[config.mk]
export PLATFORM = sky130hd
export DESIGN_NAME = pwm_sched_queue
export DESIGN_NICKNAME = d
export VERILOG_FILES = /design/src/rtl/pwm_sched_queue.sv
export SDC_FILE = /design/constraint.sdc
export NUM_CORES = 2
export LEC_CHECK = 0
export CAP_MARGIN = 5
export CORE_ASPECT_RATIO = 0.9
export CORE_MARGIN = 2
export CORE_UTILIZATION = 45
export CTS_BUF_LIST = sky130_fd_sc_hd__clkbuf_2 sky130_fd_sc_hd__clkbuf_4 sky130_fd_sc_hd__clkbuf_8
export CTS_CLUSTER_SIZE = 14
export DETAILED_ROUTE_END_ITERATION = 12
export DONT_BUFFER_PORTS = 1
export SKIP_CTS_REPAIR_TIMING = 1
export SLEW_MARGIN = 20
export SYNTH_ARGS = -nofsm -noshare
export SYNTH_HDL_FRONTEND = slang
export SYNTH_SLANG_ARGS = --single-unit
[constraint.sdc]
create_clock -name clk -period 9.6 [get_ports clk]
set_input_delay 2.4 -clock clk [delete_from_list [all_inputs] [get_ports clk]]
set_output_delay 2.4 -clock clk [all_outputs]
set_load 0.02 [all_outputs]
[src/rtl/pwm_sched_queue.sv]
// pwm_sched_queue: FIFO of timed PWM duty updates, issued one at a time to the pwm unit
// as CMD_SCHEDULE_PWM, holding back a channel until its previously issued update has fired.
module pwm_sched_queue #(
  parameter int NPWM             = 12,
  parameter int CMD_BITS         = 8,
  parameter int CMD_SCHEDULE_PWM = 3,
  parameter int DEPTH            = 16,
  parameter int MIN_LEAD         = 8,
  localparam int CH_W            = $clog2(NPWM),
  localparam int LVL_W           = $clog2(DEPTH + 1)
) (
  input  logic                clk,
  input  logic                rst,
  input  logic [31:0]         systime,
  input  logic                shutdown,
  input  logic                in_valid,
  output logic                in_ready,
  input  logic [CH_W-1:0]     in_channel,
  input  logic [31:0]         in_time,
  input  logic [25:0]         in_on_ticks,
  output logic [CMD_BITS-1:0] cmd,
  output logic                cmd_ready,
  output logic [31:0]         arg_data,
  input  logic                arg_advance,
  input  logic                cmd_done,
  output logic                late,
  output logic [15:0]         late_count,
  output logic [LVL_W-1:0]    level,
  output logic                busy
);

  localparam int PTR_W  = $clog2(DEPTH);
  localparam int PEND_N = 1 << CH_W;
  localparam logic signed [31:0] LEAD_MIN = MIN_LEAD;

  typedef enum logic [1:0] {S_IDLE, S_ISSUE, S_WAIT} state_t;

  state_t r_state, w_next;

  logic [CH_W-1:0]  r_memCh    [DEPTH];
  logic [31:0]      r_memTime  [DEPTH];
  logic [25:0]      r_memTicks [DEPTH];
  logic [PTR_W-1:0] r_wrPtr, r_rdPtr;
  logic [LVL_W-1:0] r_count;

  logic [PEND_N-1:0] r_pendFlag;
  logic [31:0]       r_pendTime [PEND_N];

  logic [CH_W-1:0] r_issCh;
  logic [31:0]     r_issTime;
  logic [25:0]     r_issTicks;
  logic [1:0]      r_argIdx;
  logic            r_abort;
  logic            r_late;
  logic [15:0]     r_lateCount;

  logic               w_full, w_empty, w_push, w_pop;
  logic               w_examine, w_headLate, w_drop, w_take, w_setPend;
  logic [CH_W-1:0]    w_headCh;
  logic [31:0]        w_headTime;
  logic [25:0]        w_headTicks;
  logic signed [31:0] w_lead;

  assign w_full      = (r_count == LVL_W'(DEPTH));
  assign w_empty     = (r_count == '0);
  assign in_ready    = !w_full && !shutdown;
  assign w_push      = in_valid && in_ready;

  assign w_headCh    = r_memCh[r_rdPtr];
  assign w_headTime  = r_memTime[r_rdPtr];
  assign w_headTicks = r_memTicks[r_rdPtr];

  // Signed lead so a deadline already in the past reads as negative.
  assign w_lead      = signed'(w_headTime - systime);
  assign w_headLate  = (w_lead < LEAD_MIN);
  assign w_examine   = (r_state == S_IDLE) && !w_empty && !shutdown;
  assign w_drop      = w_examine && w_headLate;
  assign w_take      = w_examine && !w_headLate && !r_pendFlag[w_headCh];
  assign w_pop       = w_drop || w_take;
  assign w_setPend   = (r_state == S_WAIT) && cmd_done && !r_abort && !shutdown;

  always_ff @(posedge clk) begin
    if (rst || shutdown) begin
      r_wrPtr <= '0;
      r_rdPtr <= '0;
      r_count <= '0;
    end else begin
      if (w_push) r_wrPtr <= r_wrPtr + PTR_W'(1);
      if (w_pop)  r_rdPtr <= r_rdPtr + PTR_W'(1);
      case ({w_push, w_pop})
        2'b10:   r_count <= r_count + LVL_W'(1);
        2'b01:   r_count <= r_count - LVL_W'(1);
        default: r_count <= r_count;
      endcase
    end
  end

  always_ff @(posedge clk) begin
    if (w_push) begin
      r_memCh[r_wrPtr]    <= in_channel;
      r_memTime[r_wrPtr]  <= in_time;
      r_memTicks[r_wrPtr] <= in_on_ticks;
    end
  end

  // A flag drops on the exact cycle pwm fires, so the next update may follow right behind it.
  always_ff @(posedge clk) begin
    if (rst || shutdown) begin
      r_pendFlag <= '0;
    end else begin
      for (int i = 0; i < PEND_N; i++) begin
        if (r_pendFlag[i] && (systime == r_pendTime[i])) r_pendFlag[i] <= 1'b0;
      end
      if (w_setPend) r_pendFlag[r_issCh] <= 1'b1;
    end
  end

  always_ff @(posedge clk) begin
    if (w_setPend) r_pendTime[r_issCh] <= r_issTime;
  end

  always_ff @(posedge clk) begin
    if (w_take) begin
      r_issCh    <= w_headCh;
      r_issTime  <= w_headTime;
      r_issTicks <= w_headTicks;
    end
  end

  always_ff @(posedge clk) begin
    if (rst) begin
      r_argIdx <= 2'd0;
    end else if (w_take) begin
      r_argIdx <= 2'd0;
    end else if ((r_state == S_ISSUE) && arg_advance) begin
      r_argIdx <= r_argIdx + 2'd1;
    end
  end

  // A command caught by shutdown still finishes in pwm but must not leave a pending flag.
  always_ff @(posedge clk) begin
    if (rst) begin
      r_abort <= 1'b0;
    end else if (r_state == S_IDLE) begin
      r_abort <= 1'b0;
    end else if (shutdown) begin
      r_abort <= 1'b1;
    end
  end

  always_ff @(posedge clk) begin
    if (rst) begin
      r_late      <= 1'b0;
      r_lateCount <= 16'd0;
    end else begin
      r_late <= w_drop;
      if (w_drop && (r_lateCount != 16'hFFFF)) r_lateCount <= r_lateCount + 16'd1;
    end
  end

  always_ff @(posedge clk) begin
    if (rst) r_state <= S_IDLE;
    else     r_state <= w_next;
  end

  always_comb begin
    w_next = r_state;
    case (r_state)
      S_IDLE:  if (w_take) w_next = S_ISSUE;
      S_ISSUE: if (arg_advance && (r_argIdx == 2'd2)) w_next = S_WAIT;
      S_WAIT:  if (cmd_done) w_next = S_IDLE;
      default: w_next = S_IDLE;
    endcase
  end

  always_comb begin
    cmd_ready = 1'b0;
    arg_data  = 32'd0;
    if (r_state == S_ISSUE) begin
      cmd_ready = 1'b1;
      case (r_argIdx)
        2'd0:    arg_data = 32'(r_issCh);
        2'd1:    arg_data = r_issTime;
        default: arg_data = 32'(r_issTicks);
      endcase
    end
  end

  assign cmd        = CMD_BITS'(CMD_SCHEDULE_PWM);
  assign late       = r_late;
  assign late_count = r_lateCount;
  assign level      = r_count;
  assign busy       = (r_state != S_IDLE) || !w_empty;

endmodule

After elaboration in Yosys (flattened, before gate mapping)
Memory sizes are Yosys's and may differ from the RTL's. A register that Yosys moved wholly into a read port is not among the register bits.
Cells that the tools add are included.
{"block": "word_totals", "reg_bits": 87, "inputBits": 100, "ram_bits": 1504, "n_memories": 4, "wordCells": 154, "out_inout_bits": 65}
{"block": "classes", "order_cmp": 4, "mux": 53, "n_eq_ne": 27, "n_reduce_logical": 47, "bitwise": 1, "add_sub_neg": 7}
{"name": "r_memTime", "depth": 16, "width": 32, "rd": 1, "rd_ports_with_merged_regs": 1, "write_ports": 1, "line": "41", "rtl": "logic [31:0] r_memTime [DEPTH];"}
{"name": "r_pendTime", "depth": 16, "width": 32, "rd": 16, "rd_ports_with_merged_regs": 0, "write_ports": 1, "line": "47", "rtl": "logic [31:0] r_pendTime [PEND_N];"}
{"name": "r_memTicks", "depth": 16, "width": 26, "rd": 1, "rd_ports_with_merged_regs": 1, "write_ports": 1, "line": "42", "rtl": "logic [25:0] r_memTicks [DEPTH];"}
{"name": "r_memCh", "depth": 16, "width": 4, "rd": 1, "rd_ports_with_merged_regs": 1, "write_ports": 1, "line": "40", "rtl": "logic [CH_W-1:0] r_memCh [DEPTH];"}
{"operator": "equality test 32 bit", "count": 16}
{"operator": "case mux 32 bit (2 select lines)", "count": 1}
{"operator": "2-to-1 mux 1 bit", "count": 39}
{"operator": "less-than comparator 32 x 5 -> 1 bit, second input constant", "count": 1}
{"operator": "2-to-1 mux 32 bit", "count": 1}
{"operator": "subtractor 32 bit", "count": 1}
{"operator": "logical AND 1 bit", "count": 30}
{"operator": "adder 16 x 1 -> 16 bit, second input constant", "count": 1}
{"operator": "2-to-1 mux 16 bit", "count": 1}
{"operator": "2-to-1 mux 4 bit", "count": 4}
{"operator": "!= test 16 bit, second input constant", "count": 1}
{"operator": "bitwise OR 16 bit", "count": 1}
{"operator": "less-than comparator 4 x 5 -> 1 bit, second input constant", "count": 2}
{"operator": "case mux 5 bit (2 select lines)", "count": 1}
{"operator": "adder 4 x 1 -> 4 bit, second input constant", "count": 2}
{"operator": "equality test 2 x 1 -> 1 bit, second input constant", "count": 3}
{"operator": "equality test 2 bit, second input constant", "count": 3}
{"operator": "zero test 1 bit", "count": 6}
{"operator": "2-to-1 mux 2 bit", "count": 3}
{"operator": "case mux 2 bit (3 select lines)", "count": 1}
{"operator": "adder 5 x 1 -> 5 bit, second input constant", "count": 1}
{"operator": "equality test 5 bit, second input constant", "count": 1}
{"operator": "zero test 5 bit", "count": 1}
{"operator": "subtractor 5 x 1 -> 5 bit, second input constant", "count": 1}
{"operator": "other kinds (11)", "count": 17}

Longest topological paths before layout
{"block": "depth", "ltp_word": 9, "ltp_mapped": 30, "depth_no_buf": 23}

Least setup slack after synthesis
OpenSTA, ideal clock, no wires.
{"block": "synth_timing", "kind": "input to register", "from": "in systime[4]", "to": "reg r_state[0]", "setup_slack_ns": 0.341, "required_ns": 9.530, "setup_time_ns": 0.070, "path_stages": 15, "arrival_time_ns": 9.189, "n_path_buf": 3, "path_cell_list": "clkbuf_1 > clkbuf_1 > inv_1 > ha_1 > buf_2 > a211oi_1 > o211ai_1 > a211oi_1 > nor4b_2 > o21ai_1 > o31a_1 > o41ai_1 > a21boi_1 > nor2b_1 > o21ba_2"}
{"block": "synth_via", "elab_chain_len": 7}
{"element": "start, declared", "line": "14", "rtl": "input logic [31:0] systime,"}
{"element": "subtractor 32 bit", "line": "74", "rtl": "assign w_lead = signed'(w_headTime - systime);"}
{"element": "less-than comparator 32 x 5 -> 1 bit", "line": "75", "rtl": "assign w_headLate = (w_lead < LEAD_MIN);"}
{"element": "zero test 1 bit", "line": "78", "rtl": "assign w_take = w_examine && !w_headLate && !r_pendFlag[w_headCh];"}
{"element": "logical AND 1 bit (2 in a row)", "line": "78"}
{"element": "via w_take", "line": "58", "rtl": "logic w_examine, w_headLate, w_drop, w_take, w_setPend;"}
{"element": "!= test 2 bit (no source line)"}
{"element": "AND reduction 3 bit (no source line)"}
{"element": "end signal, assigned", "line": "163", "rtl": "else r_state <= w_next;"}
{"element": "end, declared", "line": "38", "rtl": "state_t r_state, w_next;"}
The timed path passes the listed nets, and every way through them passes these cells.
A chain may end at the register's enable or synchronous reset.

==> run summary <==
Die W -> 407 um
Combinational power share -> 3.9%
Final Power -> 14.3 mW
Met1 Use GR -> 33.8%
Sw Pwr -> 3.02 mW
TritonCTS clock tree -> yes
Placed cell area -> 68500 sq um
Slew Limit Fails -> 0
Largest family of logic cells by synthesized area -> multiplexers
Insertion delay to the later sink of the worst-skew pair -> 0.99 ns
Net Sw Frac -> 21.2%
Drt drc -> 0
Final Setup Violations -> 0
Fin area -> 73700 sq um
Worst r2r path cells -> 23
Post-synthesis register bit count -> 1621
Cts bufs inserted -> 279
Worst hold-check path type -> reg2reg
Final Hold Vio Count -> 0
Nature of the critical path startpoint -> flip-flop
Peak supply drop -> 0.129 mV
RSZ-0062 raised after global routing -> false
Hold_sp -> r_pendFlag[2]
Gpl congestion -> 0.896
Initial Util -> 45.2%
All-Layer GR Usage -> 24.2%
Final non-filler cell total -> 5841
Synthesis-to-finish area growth -> 11.9%
Vias in the first global route -> 33988
Multiplexer area fraction after synthesis -> 10.9%
Fmax -> 0.130 GHz
Tcrit/Tclk final -> 80.1%
Xor and xnor area share after synthesis -> 7.17%
CP Class -> reg2reg
Slew margin rel. -> 29.3%
Port Buf Inserts -> 0
Multi-input logic area -> 16900 sq um
Starting DRT DRC Count -> 3785
Static leakage -> 23.2 nW
Min-Delay Endpoint -> r_pendFlag[2]
Clk root buf -> clkbuf_8
DR vias -> 34178
Crit Reg-Reg Endpoint -> level[4]
Clock power frac -> 41.5%
IO Pins -> 165
Vias/cell -> 5.85
Mean Syn Cell Area -> 18.8 sq um
Yosys warns -> 0
M3 GR Usage -> 4.05%
First-pass GRT wire length -> 256000 um
Period minus WS final -> 7.69 ns
Initial antenna violation count -> 11
Per-cell routed wire length -> 31.1 um
Crit-path max FO -> 54
Core area -> 146000 sq um
Global route total overflow -> 0
Synth unique cells -> 79
Final ANT Viol Nets -> 0
Share of post-route cells with drive strength above 1 -> 22.0%
Sequential Area -> 48100 sq um
Clock sinks -> 1621
H-tree level count -> 5
Crit end category -> flip-flop
Pwr/cell area -> 194 nW/um^2
CTS clock-pin slew for the worst setup and hold paths -> 0.06 ns
Post-Synth Adder-Cell Area -> 0.817%
Async SR Flop Fraction -> 0%
Clock skew -> 0.0707 ns
EDFF count, synth -> 1566
Top_reg_cell synth -> edfxtp_1
Hold WS -> 0.477 ns
Compound-Gate Fraction of Synth Area -> 2.61%
Hpwl dp -> 97800 um
Full die area -> 149000 sq um
Drt first pass iters -> 6
Slew at the pin closest to its max-slew limit -> 1.06 ns
Largest net degree at the start of global routing -> 57
Reg2Reg Setup Slack -> 1.91 ns
Gate count after technology mapping -> 3507
Most crowded layer after global routing -> met2
Worst path required time -> 10.47 ns
P_int -> 11.3 mW
Status -> finished clean
Worst path arrival time -> 8.56 ns
Die height -> 367 um
Worst hold stages -> 2
Clk buf depth -> 4
Grt met2 use -> 39.1%
Max Cap Viol -> 0
Final nets -> 3842
Post-Synth Simple-Gate Area -> 3.91%
Seq pwr share -> 54.5%
Post-synthesis sequential area ratio -> 73.1%
Placed insts -> 5375
# rows -> 133
Filler instances -> 11863
Routed WL -> 182000 um
Final TNS setup -> 0 ns
Syn Std Cell Area -> 65800 sq um
## through the flow
| step | setup WS (ns) | util, % |
|---|---|---|
| 5_1_grt | 1.30 | 50.6 |
| 3_5_place_dp | 1.91 | 47.0 |
| 2_1_floorplan | 0.341 | - |
| 3_3_place_gp | 1.89 | 47.0 |
| 6_report | 1.91 | 50.6 |
| 4_1_cts | 1.93 | 50.6 |
## metal layers
metal | part of all wire [%] | up-vias | routed length (um)
met3 | 6.8 | 293 | 12400
li1 | - | 14315 | -
met5 | 0.0072 | - | 13
met1 | 42 | 18243 | 76400
met2 | 49 | 1325 | 88300
met4 | 2.6 | 2 | 4640
## cell usage after synthesis (23+ instances only)
master	instances	area, sq um
a22o_1	23	201
nand4_1	71	444
edfxtp_1	1566	47000
o21ai_0	50	250
clkbuf_1	139	522
dfxtp_1	55	1100
inv_1	57	214
nand3_1	23	115
mux4_2	309	6960
xor2_1	400	3500
nor4_1	113	707
ha_1	43	538
buf_1	29	109
xnor2_1	139	1220
nor2_1	86	323
a21oi_1	81	405
nand2_1	73	274
## power groups by stage
| stage | logic (mW) | clock network (mW) | registers [mW] |
|---|---|---|---|
| 4_1_cts | 0.556 | 6.04 | 7.79 |
| 5_1_grt | 0.599 | 6.34 | 7.78 |
| 6_report | 0.559 | 5.93 | 7.79 |
| 2_1_floorplan | 0.427 | 0 | 7.94 |
| 3_3_place_gp | 0.555 | 0 | 7.93 |
| 3_5_place_dp | 0.553 | 0 | 7.93 |
## layout by cell type, fill, tap and decap left out, types with 9 or more instances in the layout
master,netlist,final
nor2_1,86,71
nor2_4,0,15
nand3_1,23,23
nor4_1,113,113
or3_1,16,16
and2_1,10,10
o21a_1,9,9
nand4_1,71,71
a22o_1,23,23
mux2i_1,20,20
a21oi_1,81,81
inv_1,57,53
ha_1,43,43
clkinv_1,1,65
a211oi_1,9,9
mux4_2,309,309
clkinv_2,0,14
clkbuf_4,1,85
o21ai_0,50,50
and3_1,15,15
clkbuf_8,0,293
nor3_1,21,15
a21o_1,16,16
xor2_1,400,400
nor2b_1,11,10
nand2_1,73,73
edfxtp_1,1566,1566
dfxtp_1,55,48
buf_4,12,83
xnor2_1,139,139
## registers in the layout, summed over array words and instances, names as in the netlist, named ones only
signal	flops
r_issTicks	26
r_memTicks	416
late	1
r_issTime	32
r_abort	1
late_count	16
r_rdPtr	4
r_state	2
r_memTime	512
r_wrPtr	4
r_argIdx	2
r_issCh	4
level	5
r_memCh	64
r_pendFlag	16
r_pendTime	512
## critical path, cell delays in order (launching register included)
cell and delay, ns:
dfxtp_4 0.64, buf_12 0.43, mux4_2 0.56, mux4_2 0.58, ha_1 0.57, o21ai_0 0.15
o211ai_1 0.36, a211oi_1 0.14, nor4b_2 0.49, o21ai_1 0.25, o31a_1 0.40, o41ai_1 0.51
o21ai_0 0.18, nor2_1 0.33, inv_1 0.22, ha_1 0.35, xor2_1 0.19, ha_1 0.23
o21ai_0 0.15, a21oi_1 0.09, a21oi_1 0.17, xor2_1 0.09, or3_1 0.31, a21oi_1 0.14
## area by class of cell
type / instances / share of cell area (%)
multi-input combinational: 1649 / 23.0
timing repair buffer: 90 / 1.04
clock inverter: 85 / 0.651
tap: 1957 / 3.32
inverter: 58 / 0.297
clock buffer: 378 / 6.34
sequential: 1621 / 65.4
antenna: 3 / 0.0102
## cell families after synthesis
family / count (synthesis)
other: 2
and+or+nand+nor: 473
adders and majority gates: 43
muxes: 330
xor gates and xnor gates: 539
AOI/OAI and AO/OA: 256
DFF: 1621
buffers and inverters: 243
## worst max path at each step
stage	endpoint	slack (ns)
final	level[4]	1.91
after global routing	level[4]	1.30
after CTS	level[4]	1.93
after detailed placement	level[4]	1.91
after global placement	level[4]	1.89
after floorplan	r_state[0]	0.34
Power figures use the tool's default switching activity.
